[src/rtl/led_status_ctrl.sv]
// led_status_ctrl: multi-channel status LED driver with shared tick prescaler,
// power-up startup phase and per-channel OFF/ON/BLINK/ACTIVITY modes.
module led_status_ctrl #(
   parameter int CHANNELS      = 4,
   parameter int PRESCALE      = 2000,
   parameter int TICK_W        = 16,
   parameter int STARTUP_TICKS = 1024,
   parameter int BLINK_TICKS   = 250,
   parameter int FLASH_TICKS   = 50,
   parameter int SYNC_STAGES   = 2
) (
   input  logic                  clk_i,
   input  logic                  rst_i,
   input  logic [CHANNELS-1:0]   enable_i,
   input  logic [2*CHANNELS-1:0] mode_i,
   input  logic [CHANNELS-1:0]   event_i,
   output logic [CHANNELS-1:0]   led_o,
   output logic                  startup_o,
   output logic                  tick_o
);
   localparam int PW = $clog2(PRESCALE);
   typedef enum logic {STARTUP, RUN} state_t;
   state_t state, state_nxt;
   logic [PW-1:0] pcnt;
   logic [TICK_W-1:0] scnt, scnt_nxt;
   logic enter_run;
   always_ff @(posedge clk_i)
      if (rst_i) begin
         pcnt   <= '0;
         tick_o <= 1'b0;
      end else begin
         tick_o <= pcnt == PW'(PRESCALE - 1);
         pcnt   <= pcnt == PW'(PRESCALE - 1) ? '0 : pcnt + 1'b1;
      end
   always_ff @(posedge clk_i)
      if (rst_i) begin
         state <= STARTUP;
         scnt  <= '0;
      end else begin
         state <= state_nxt;
         scnt  <= scnt_nxt;
      end
   always_comb begin
      state_nxt = state;
      scnt_nxt  = scnt;
      enter_run = 1'b0;
      if (state == STARTUP && tick_o) begin
         if (scnt == TICK_W'(STARTUP_TICKS - 1)) begin
            state_nxt = RUN;
            enter_run = 1'b1;
         end else
            scnt_nxt = scnt + 1'b1;
      end
   end
   assign startup_o = state == STARTUP;
   for (genvar c = 0; c < CHANNELS; c++) begin : g_ch
      logic [SYNC_STAGES-1:0] sync;
      logic [1:0] md, mq;
      logic [TICK_W-1:0] cnt;
      logic prev, phase, flash, led_q, chg, fresh, rise, last_b, last_f, led_nxt;
      assign md      = mode_i[2*c +: 2];
      assign chg     = md != mq;
      assign fresh   = enter_run | (state == RUN && chg);
      assign rise    = sync[SYNC_STAGES-1] & ~prev & (md == 2'b11);
      assign last_b  = cnt == TICK_W'(BLINK_TICKS - 1);
      assign last_f  = cnt == TICK_W'(FLASH_TICKS - 1);
      // a channel whose mode just changed shows the new mode's fresh state
      assign led_nxt = (md == 2'b01) | ((md == 2'b10) & (chg | phase)) | ((md == 2'b11) & (chg | ~flash));
      assign led_o[c] = led_q;
      always_ff @(posedge clk_i)
         if (rst_i) begin
            sync  <= '0;
            prev  <= 1'b0;
            mq    <= 2'b00;
            cnt   <= '0;
            phase <= 1'b0;
            flash <= 1'b0;
            led_q <= 1'b0;
         end else begin
            sync  <= {sync[SYNC_STAGES-2:0], event_i[c]};
            prev  <= sync[SYNC_STAGES-1];
            mq    <= md;
            led_q <= state == STARTUP ? enable_i[c] : enable_i[c] & led_nxt;
            if (fresh) begin
               cnt   <= '0;
               phase <= 1'b1;
               flash <= 1'b0;
            end else if (state == RUN) begin
               if (rise) begin
                  flash <= 1'b1;
                  cnt   <= '0;
               end else if (tick_o && md == 2'b10) begin
                  cnt   <= last_b ? '0 : cnt + 1'b1;
                  phase <= phase ^ last_b;
               end else if (tick_o && md == 2'b11 && flash) begin
                  cnt   <= last_f ? '0 : cnt + 1'b1;
                  flash <= ~last_f;
               end
            end
         end
   end
endmodule
[config.mk]
export PLATFORM = sky130hd
export DESIGN_NAME = led_status_ctrl
export DESIGN_NICKNAME = d
export VERILOG_FILES = /design/src/rtl/led_status_ctrl.sv
export SDC_FILE = /design/constraint.sdc
export NUM_CORES = 1
export LEC_CHECK = 0
export BUFFER_PORTS_ARGS = -buffer_cell sky130_fd_sc_hd__buf_2
export CORE_MARGIN = 1
export CORE_UTILIZATION = 55
export CTS_CLUSTER_SIZE = 14
export DETAILED_ROUTE_END_ITERATION = 8
export PLACE_DENSITY = 0.73
export SLEW_MARGIN = 20
export SYNTH_ARGS = -nofsm -noshare
export SYNTH_HDL_FRONTEND = slang
export SYNTH_SLANG_ARGS = --single-unit
[constraint.sdc]
create_clock -name clk_i -period 5.13 [get_ports clk_i]
set_clock_uncertainty 0.1 [all_clocks]
set_input_delay 0.513 -clock clk_i [delete_from_list [all_inputs] [get_ports clk_i]]
set_output_delay 0.513 -clock clk_i [all_outputs]
set_load 0.05 [all_outputs]
==> flow_summary.yaml, run 1 <==
outcome:
  status: "complete, no violations"
worst_setup_path:
  arrival_ns: 2.95
  setup.worst_path.start_class: "flop"
  cp_data_required_time_ns: 5.30
  worstSetupEndpointType: "flop"
  crit_type: "flop to flop"
  critPathMaxFanout: 17
placed_design:
  dp_cells: 853
  globalplace.congestion: 0.8242
  dpl.hpwl_um: 8666
  placed_area_mm2: 0.006311
  io_buffer_count: 23
  pre_cts_slack_ns: 2.299
final_layout:
  layout_common_cells: "dfxtp_1 (125), nor2_1 (110), xnor2_1 (54), nand3_1 (43), nand2_1 (42)"
  finalNetCount: 760
  area_growth_pct: 11.34
  mostFrequentLayoutCell: "dfxtp_1"
  drive_gt1_frac: 0.1007
  finalNonFillerCells: 885
  fin_util: 0.6325
  stdcell_area_mm2: 0.006917
  diodes: 0
timing:
  max_slew_margin: 0.3027
  worstMarginPinSlew_ns: 1.036
  hold_viol: 0
  finalCriticalPeriod_ns: 2.775
  maxSlewViolCount: 0
  setup_tns_ns: 0
  fin_crit_sh: 0.5410
  setup_violations: 0
  rsz0062_at_grt: "no"
  layout_setup_ws_ns: 2.355
  fmax_mhz: 360.4
logic_synthesis:
  netlist_instances: 730
  yosys-top-cells-area: "dfxtp_1 (40%), xnor2_1 (7.6%), nor2_1 (6.6%)"
  avgSynthCellArea_um2: 8.510
  yosys_warnings: 0
  ys_types: 65
  ys.flop_type: "dfxtp_1"
  synth_top_area_cell: "dfxtp_1"
  synth_edf_count: 0
  seq_area_frac_synth: 0.4028
  netlist.area_leader.share: 0.4028
  postSynth.asyncResetShare: 0
  synth_area_mm2: 0.006212
  syn-num-nets: 758
  ys_ff_latch: 125
hold_path:
  min_path_type: "input port to flop"
global_route:
  grt.total_usage: 0.2380
  grt_max_degree: 31
  antenna_found_initial: 0
  grt_pass1_wl_um: 21890
  grt_overflow: 0
  grt_pass1_vias: 4870
route:
  viasPerCell: 5.788
  wl_um: 12830
  drtPass1Iterations: 6
  antenna_left: 0
  drt-initial-drc-count: 387
  wl_met3_um: 481
  wl_met1_um: 6008
  num_vias: 5122
  dr_wl_met2_um: 6150
  topRoutingLayerUsed: "met4"
  route.detailed.drc: 0
  detail_route.wl_per_cell_um: 14.49
floorplan:
  io_pins: 24
  die_w_um: 108.3
  die_h_um: 108.3
  die_area_mm2: 0.01172
  rows: 38
  start_util: 0.5681
  coreArea_mm2: 0.01094
clock_network:
  cts_tree: "built"
  cts_made_buffers: 17
  clock_path_buffers: 2
  cts_resized: 0
  clk_latency_ns: 0.42
  hold_buffers: 0
  cts-root-buf: "clkbuf_16"
  htreeDepth: 4
  cts_sinks: 125
  clkTransAtPathRegs_ns: 0.06
  post_cts_buffers: 0
flow_run:
  drv_cap: 0
power_and_ir_drop:
  power_density_mw_per_mm2: 327.8
  leakage_nw: 2.380
  irDropWorstVdd_mv: 0.2584
[worst max-delay path, cell delays in order, from the launching register on]
cell,delay (ns)
dfxtp_1,0.74
nand2b_1,0.35
nor3_2,0.45
a21o_1,0.29
a221o_1,0.55
a21oi_1,0.13
[through the flow]
| step | power (W) | hold WS [ns] |
|---|---|---|
| detailed placement | 0.001086 | 0.3307 |
| finish | 0.002267 | 0.1950 |
| global placement | 0.001084 | 0.3158 |
| global route | 0.002337 | 0.1861 |
| floorplan | 0.001071 | 0.3138 |
| CTS | 0.002287 | 0.1790 |
[layer usage]
| layer | track usage | vias up |
|---|---|---|
| met1 | 0.2922 | 2443 |
| met2 | 0.3890 | 106 |
| met3 | 0.06932 | 15 |
| li1 | - | 2558 |
| met4 | 0.1004 | 0 |
| met5 | 0 | - |
[worst paths after layout]
check / from / end / slack (ns) / depth (start not counted)
max reg2reg: tick_o$_SDFF_PP0_ / g_ch[3].cnt[6]$_SDFFE_PP0P_ / 2.35 / 5
min reg2reg: g_ch[2].sync[0]$_SDFF_PP0_ / g_ch[2].sync[1]$_SDFF_PP0_ / 0.34 / 1
min: event_i[1] / g_ch[1].sync[0]$_SDFF_PP0_ / 0.19 / 2
max: tick_o$_SDFF_PP0_ / g_ch[3].cnt[6]$_SDFFE_PP0P_ / 2.35 / 5
[registers in the layout (all words and copies together) (netlist names)]
signal,flops
g_ch.phase,4
pcnt,11
g_ch.led_q,4
g_ch.sync,8
g_ch.mq,8
g_ch.cnt,64
g_ch.flash,4
tick_o,1
scnt,16
state,1
g_ch.prev,4
[synthesized netlist by cell type (all sizes together), types with 3 or more instances]
cell type    n
a211oi       8
a21oi       24
a221oi       3
a22o         3
a22oi        3
a31oi        5
and2         6
and3        16
and4         8
and4b        3
buf         19
clkbuf      24
dfxtp      125
ha          10
inv         12
mux2i        5
nand2       42
nand2b      11
nand3       43
nand3b       9
nand4       17
nor2       110
nor2b       24
nor3        23
nor3b       12
nor4        20
nor4b        5
nor4bb       3
o21a         4
o21ai       12
o22ai        4
o31ai        3
or3         10
or4          3
or4b         4
xnor2       54
xor2        25
[final cells by class]
type	instances	area (um2)
fillers	935	4019
multi-input cells	550	3451
flip-flops and latches	125	2502
clock buffers	22	494.2
well taps	140	175.2
repair buffers	26	137.6
clock inverters	10	111.4
inverters	12	45.04
[logic make-up (layout without fill, tap and decap cells)]
group	count (synthesis)	after routing	share of synthesized area
simple gates	373	373	0.3269
flops	125	125	0.4028
compound gates	82	82	0.08721
xor+xnor	79	79	0.1114
buf+inv	55	70	0.04169
fa+ha+maj	10	10	0.02014
mux	6	6	0.009869
[power by group]
part	total, W	switching [W]	internal (W)
Combinational	0.0000783	0.0000518	0.0000265
Sequential	0.000987	0.00000477	0.000982
Clock	0.00120	0.000427	0.000775
(Power assumes the default switching activity.)
==> run 2: changes to the inputs <==
--- a/config.mk
+++ b/config.mk
@@ -10,7 +10,7 @@
 export CORE_UTILIZATION = 55
 export CTS_CLUSTER_SIZE = 14
 export DETAILED_ROUTE_END_ITERATION = 8
-export PLACE_DENSITY = 0.73
+export PLACE_DENSITY = 0.76
 export SLEW_MARGIN = 20
 export SYNTH_ARGS = -nofsm -noshare
 export SYNTH_HDL_FRONTEND = slang
==> constraint.sdc (replaced) <==
create_clock -name clk_i -period 2.4 [get_ports clk_i]
set_clock_uncertainty 0.1 [all_clocks]
set_input_delay 0.24 -clock clk_i [delete_from_list [all_inputs] [get_ports clk_i]]
set_output_delay 0.24 -clock clk_i [all_outputs]
set_load 0.05 [all_outputs]
==> run 2 against run 1 <==
Effect of this change:
- sequential power rose by 110%
- via count is 1.9% higher
- first-iteration DRC count shrank 1.8%
- worst setup slack worse by 2.1 ns
- largest power group unchanged
- sequential cell count unchanged
- final cell count rose by 3.3%
==> flow_summary.yaml, run 2 (synthesis results as in run 1) <==
route:
  route.detailed.drc: 0
  detail_route.wl_per_cell_um: 14.23
  drt-initial-drc-count: 380
  num_vias: 5221
  viasPerCell: 5.712
  wl_um: 13000
  drtPass1Iterations: 5
  antenna_left: 0
global_route:
  grt_pass1_vias: 4903
  grt_pass1_wl_um: 22070
  grt_max_degree: 21
  grt.total_usage: 0.2389
  antenna_found_initial: 0
  grt_overflow: 0
power_and_ir_drop:
  leakage_nw: 2.512
  irDropWorstVdd_mv: 0.6319
  power_density_mw_per_mm2: 656.6
  total_power_w: 0.004668
clock_network:
  cts_resized: 0
  clk_latency_ns: 0.41
  cts_tree: "built"
  cts_sinks: 125
  post_cts_buffers: 0
  hold_buffers: 8
  cts_made_buffers: 17
  clock_path_buffers: 2
  clkTransAtPathRegs_ns: 0.05
  cts-root-buf: "clkbuf_16"
  htreeDepth: 4
timing:
  finalCriticalPeriod_ns: 2.144
  fmax_mhz: 466.3
  maxSlewViolCount: 0
  worstMarginPinSlew_ns: 0.5501
  hold_viol: 0
  setup_violations: 0
  fin_crit_sh: 0.8935
  setup_tns_ns: 0
  layout_setup_ws_ns: 0.2555
  max_slew_margin: 0.6316
  rsz0062_at_grt: "no"
floorplan:
  die_w_um: 108.3
  coreArea_mm2: 0.01094
  start_util: 0.5681
  die_h_um: 108.3
  rows: 38
  io_pins: 24
  die_area_mm2: 0.01172
final_layout:
  area_growth_pct: 14.44
  diodes: 0
  top_regs: "g_ch.cnt (64), scnt (16), pcnt (11)"
  largest_register_ffs: 64
  top_register: "g_ch.cnt"
  multiInputGateArea_mm2: 0.003451
  drive_gt1_frac: 0.1214
  finalNonFillerCells: 914
  layout_common_cells: "dfxtp_1 (125), nor2_1 (110), xnor2_1 (54), nand3_1 (43), nand2_1 (42)"
  fill_cells: 886
  mostFrequentLayoutCell: "dfxtp_1"
  seqCellArea_mm2: 0.002502
  finalNetCount: 790
worst_setup_path:
  crit_type: "flop to flop"
  arrival_ns: 2.35
  critPathMaxFanout: 9
  cp_data_required_time_ns: 2.60
  setup.worst_path.start_class: "flop"
  ff2ff_setup_slack_ns: 0.26
  worstSetupEndpointType: "flop"
placed_design:
  dpl.hpwl_um: 9053
  pre_cts_slack_ns: 0.2764
  io_buffer_count: 23
  globalplace.congestion: 0.8263
  dp_cells: 875
hold_path:
  min_path_type: "input port to flop"
outcome:
  status: "complete, no violations"
flow_run:
  drv_cap: 0
==> run 2: cell count changes in the layout (fill, tap and decap cells not counted), sizes merged <==
cell / previous run / this run
clkbuf: 22 / 23
bufinv: 2 / 1
clkinv: 5 / 7
dlygate4sd3: 0 / 8
clkinvlp: 3 / 0
buf: 26 / 48
==> run 2: final cells by class <==
class                           count  area share
Timing Repair Buffer               56     0.05385
Inverter                           12    0.006336
Sequential cell                   125      0.3520
Multi-Input combinational cell    550      0.4854
Clock inverter                      8    0.009152
Clock buffer                       23     0.06864
Tap cell                          140     0.02464
==> run 2: critical path, stage by stage (launching register included) <==
cell and delay [ns]:
dfxtp_1 0.35, or4_1 0.59, nor4_2 0.50, buf_4 0.24, nor3b_1 0.07, xnor2_1 0.13, nor2_1 0.05
==> run 2: path summary, 6_finish.rpt <==
check                               end  depth (start not counted)                  startpoint
max                scnt[2]$_SDFFE_PP0P_                          6       scnt[11]$_SDFFE_PP0P_
min            g_ch[1].mq[0]$_SDFF_PP0_                          2                   mode_i[2]
max reg2reg        scnt[2]$_SDFFE_PP0P_                          6       scnt[11]$_SDFFE_PP0P_
min reg2reg  g_ch[2].sync[1]$_SDFF_PP0_                          1  g_ch[2].sync[0]$_SDFF_PP0_
==> run 2: metrics by stage <==
step | hold WS [ns] | utilization | area (um2)
after floorplan | 0.2682 | - | 6212
after global placement | 0.3160 | 0.5922 | 6476
after detailed placement | 0.3336 | 0.5922 | 6476
after CTS | 0.04232 | 0.6501 | 7109
after global routing | 0.05933 | 0.6501 | 7109
final | 0.05558 | 0.6501 | 7109
==> run 2: routing by layer <==
layer / GRT usage / up-vias / wire length [um]
met5: 0 / - / 0
met4: 0.1091 / 0 / 246
met3: 0.05726 / 27 / 494
met2: 0.3972 / 119 / 6216
met1: 0.2921 / 2443 / 6046
li1: - / 2632 / -
==> run 2: where the power goes <==
part / internal (W) / leakage, nW / switching [W]
clock network: 0.00151 / 0.282 / 0.000856
logic: 0.0000733 / 1.22 / 0.000116
registers: 0.00210 / 1.01 / 0.0000104
total: 0.00369 / 2.51 / 0.000983
==> run 3: changes to the inputs <==
--- a/config.mk
+++ b/config.mk
@@ -10,7 +10,7 @@
 export CORE_UTILIZATION = 55
 export CTS_CLUSTER_SIZE = 14
 export DETAILED_ROUTE_END_ITERATION = 8
-export PLACE_DENSITY = 0.76
+export PLACE_DENSITY = 0.73
 export SLEW_MARGIN = 20
 export SYNTH_ARGS = -nofsm -noshare
 export SYNTH_HDL_FRONTEND = slang
==> constraint.sdc (replaced) <==
create_clock -name clk_i -period 2.62 [get_ports clk_i]
set_clock_uncertainty 0.1 [all_clocks]
set_input_delay 0.262 -clock clk_i [delete_from_list [all_inputs] [get_ports clk_i]]
set_output_delay 0.262 -clock clk_i [all_outputs]
set_load 0.05 [all_outputs]
==> run 3 against run 2 <==
Effect of this change:
- wire length is 3.2% higher
- final cell count is 0.98% lower
- sequential cell count stayed put
- via count is 0.29% higher
- final area is 0.84% higher
- count of clock-buffer cells in the layout is 2 lower
- worst setup slack better by 0.016 ns
- first-iteration DRC count is 2.1% lower
- core utilization is 0.55 points higher
- largest power group unchanged
==> flow_summary.yaml, run 3 (synthesis results as in run 1) <==
power_and_ir_drop:
  leakage_nw: 2.502
  power_density_mw_per_mm2: 673.6
  irDropWorstVdd_mv: 0.4902
  total_power_w: 0.004830
route:
  route.detailed.drc: 0
  drtPass1Iterations: 5
  detail_route.wl_per_cell_um: 14.83
  num_vias: 5236
  viasPerCell: 5.786
  antenna_left: 0
  drt-initial-drc-count: 372
  wl_um: 13420
worst_setup_path:
  worstSetupEndpointType: "flop"
  cpMostUsedCell: "nand2_1"
  cpPeakStageDelay_ns: 0.54
  critPathMaxFanout: 12
  crit_path_top_delay_cell: "or4b_1"
  setup.worst_path.start_class: "flop"
  cp_data_required_time_ns: 2.86
  crit_buf_inv: 1
  cp_top_family: "simple AND/OR/NAND/NOR gates"
  path_cells: "buf_4, nand2_1, nor3_1, nand2_1, or4b_1, a21oi_1"
  crit_type: "flop to flop"
  arrival_ns: 2.59
global_route:
  grt_pass1_vias: 5009
  grt.total_usage: 0.2468
  grt_overflow: 0
  grt_pass1_wl_um: 22840
  antenna_found_initial: 0
  grt_max_degree: 35
final_layout:
  area_growth_pct: 15.41
  mostFrequentLayoutCell: "dfxtp_1"
  multiInputGateArea_mm2: 0.003451
  layout_common_cells: "dfxtp_1 (125), nor2_1 (110), xnor2_1 (54), nand3_1 (43), nand2_1 (42)"
  drive_gt1_frac: 0.1098
  diodes: 0
  seqCellArea_mm2: 0.002502
  largest_register_ffs: 64
  top_register: "g_ch.cnt"
  fill_cells: 880
  finalNetCount: 780
  top_regs: "g_ch.cnt (64), scnt (16), pcnt (11)"
placed_design:
  globalplace.congestion: 0.8501
  io_buffer_count: 23
  dpl.hpwl_um: 8920
clock_network:
  htreeDepth: 4
  clkTransAtPathRegs_ns: 0.05
  cts-root-buf: "clkbuf_16"
  clk_latency_ns: 0.42
  clock_path_buffers: 2
  cts_sinks: 125
  cts_made_buffers: 17
  cts_tree: "built"
floorplan:
  coreArea_mm2: 0.01094
  die_w_um: 108.3
  start_util: 0.5681
  rows: 38
  die_h_um: 108.3
  die_area_mm2: 0.01172
  io_pins: 24
outcome:
  status: "complete, no violations"
timing:
  maxSlewViolCount: 0
  worstMarginPinSlew_ns: 0.6613
  hold_ws_ns: 0.07170
  fin_crit_sh: 0.8965
  fmax_mhz: 425.7
  setup_tns_ns: 0
  hold_viol: 0
  rsz0062_at_grt: "no"
  max_slew_margin: 0.5591
  finalCriticalPeriod_ns: 2.349
  setup_violations: 0
flow_run:
  drv_cap: 0
hold_path:
  min_path_type: "input port to flop"
[run 3: repair_timing]
action                                 CTS  global route
buffers inserted                         0             0
hold buffers                             8             0
gates resized for setup                  0             0
endpoints found under the hold margin    8             0
[run 3: layout make-up]
cell class,count,share of cell area
Inverter,12,0.006283
Timing Repair Buffer,46,0.04293
Sequential cell,125,0.3490
Multi-Input combinational cell,550,0.4813
Clock inverter,11,0.03316
Tap cell,140,0.02443
Clock buffer,21,0.06283
[run 3: metal layers]
layer	wire [um]	GRT usage	up-vias
met4	352	0.1351	0
met5	0	0	-
met2	6376	0.3985	139
met3	608	0.06088	32
li1	-	-	2611
met1	6084	0.3016	2454
[run 3: worst register-to-register path, delay by kind of cell, from the launching register on]
| kind | cells | cell delay [ns] |
|---|---|---|
| flip-flops | 1 | 0.42 |
| AO/OA/AOI/OAI | 1 | 0.17 |
| AND/OR/NAND/NOR | 4 | 1.37 |
| buffers and inverters | 1 | 0.22 |
[run 3: power by group]
group | internal (W) | switching, W
clock | 0.00190 | 0.000826
combinational | 0.0000640 | 0.000106
sequential | 0.00192 | 0.00000940
[run 3: path summary, 6_finish.rpt]
path                              start  slack [ns]                           end  cells past startpoint
max                  state$_SDFFE_PP0P_        0.27  g_ch[0].cnt[10]$_SDFFE_PP0P_                      6
min                           mode_i[2]        0.07      g_ch[1].mq[0]$_SDFF_PP0_                      2
max reg2reg          state$_SDFFE_PP0P_        0.27  g_ch[0].cnt[10]$_SDFFE_PP0P_                      6
min reg2reg  g_ch[1].sync[0]$_SDFF_PP0_        0.34    g_ch[1].sync[1]$_SDFF_PP0_                      1
[run 3: stage by stage]
stage / cell area (um2) / util / worst slack (ns) / cells
final: 7169 / 0.6556 / 0.2711 / 905
after global routing: 7169 / 0.6556 / 0.07354 / 905
after CTS: 7169 / 0.6556 / 0.2594 / 905
after detailed placement: 6401 / 0.5854 / 0.3010 / 865
after global placement: 6401 / 0.5854 / 0.4374 / 865
after floorplan: 6212 / - / 0.4234 / 730
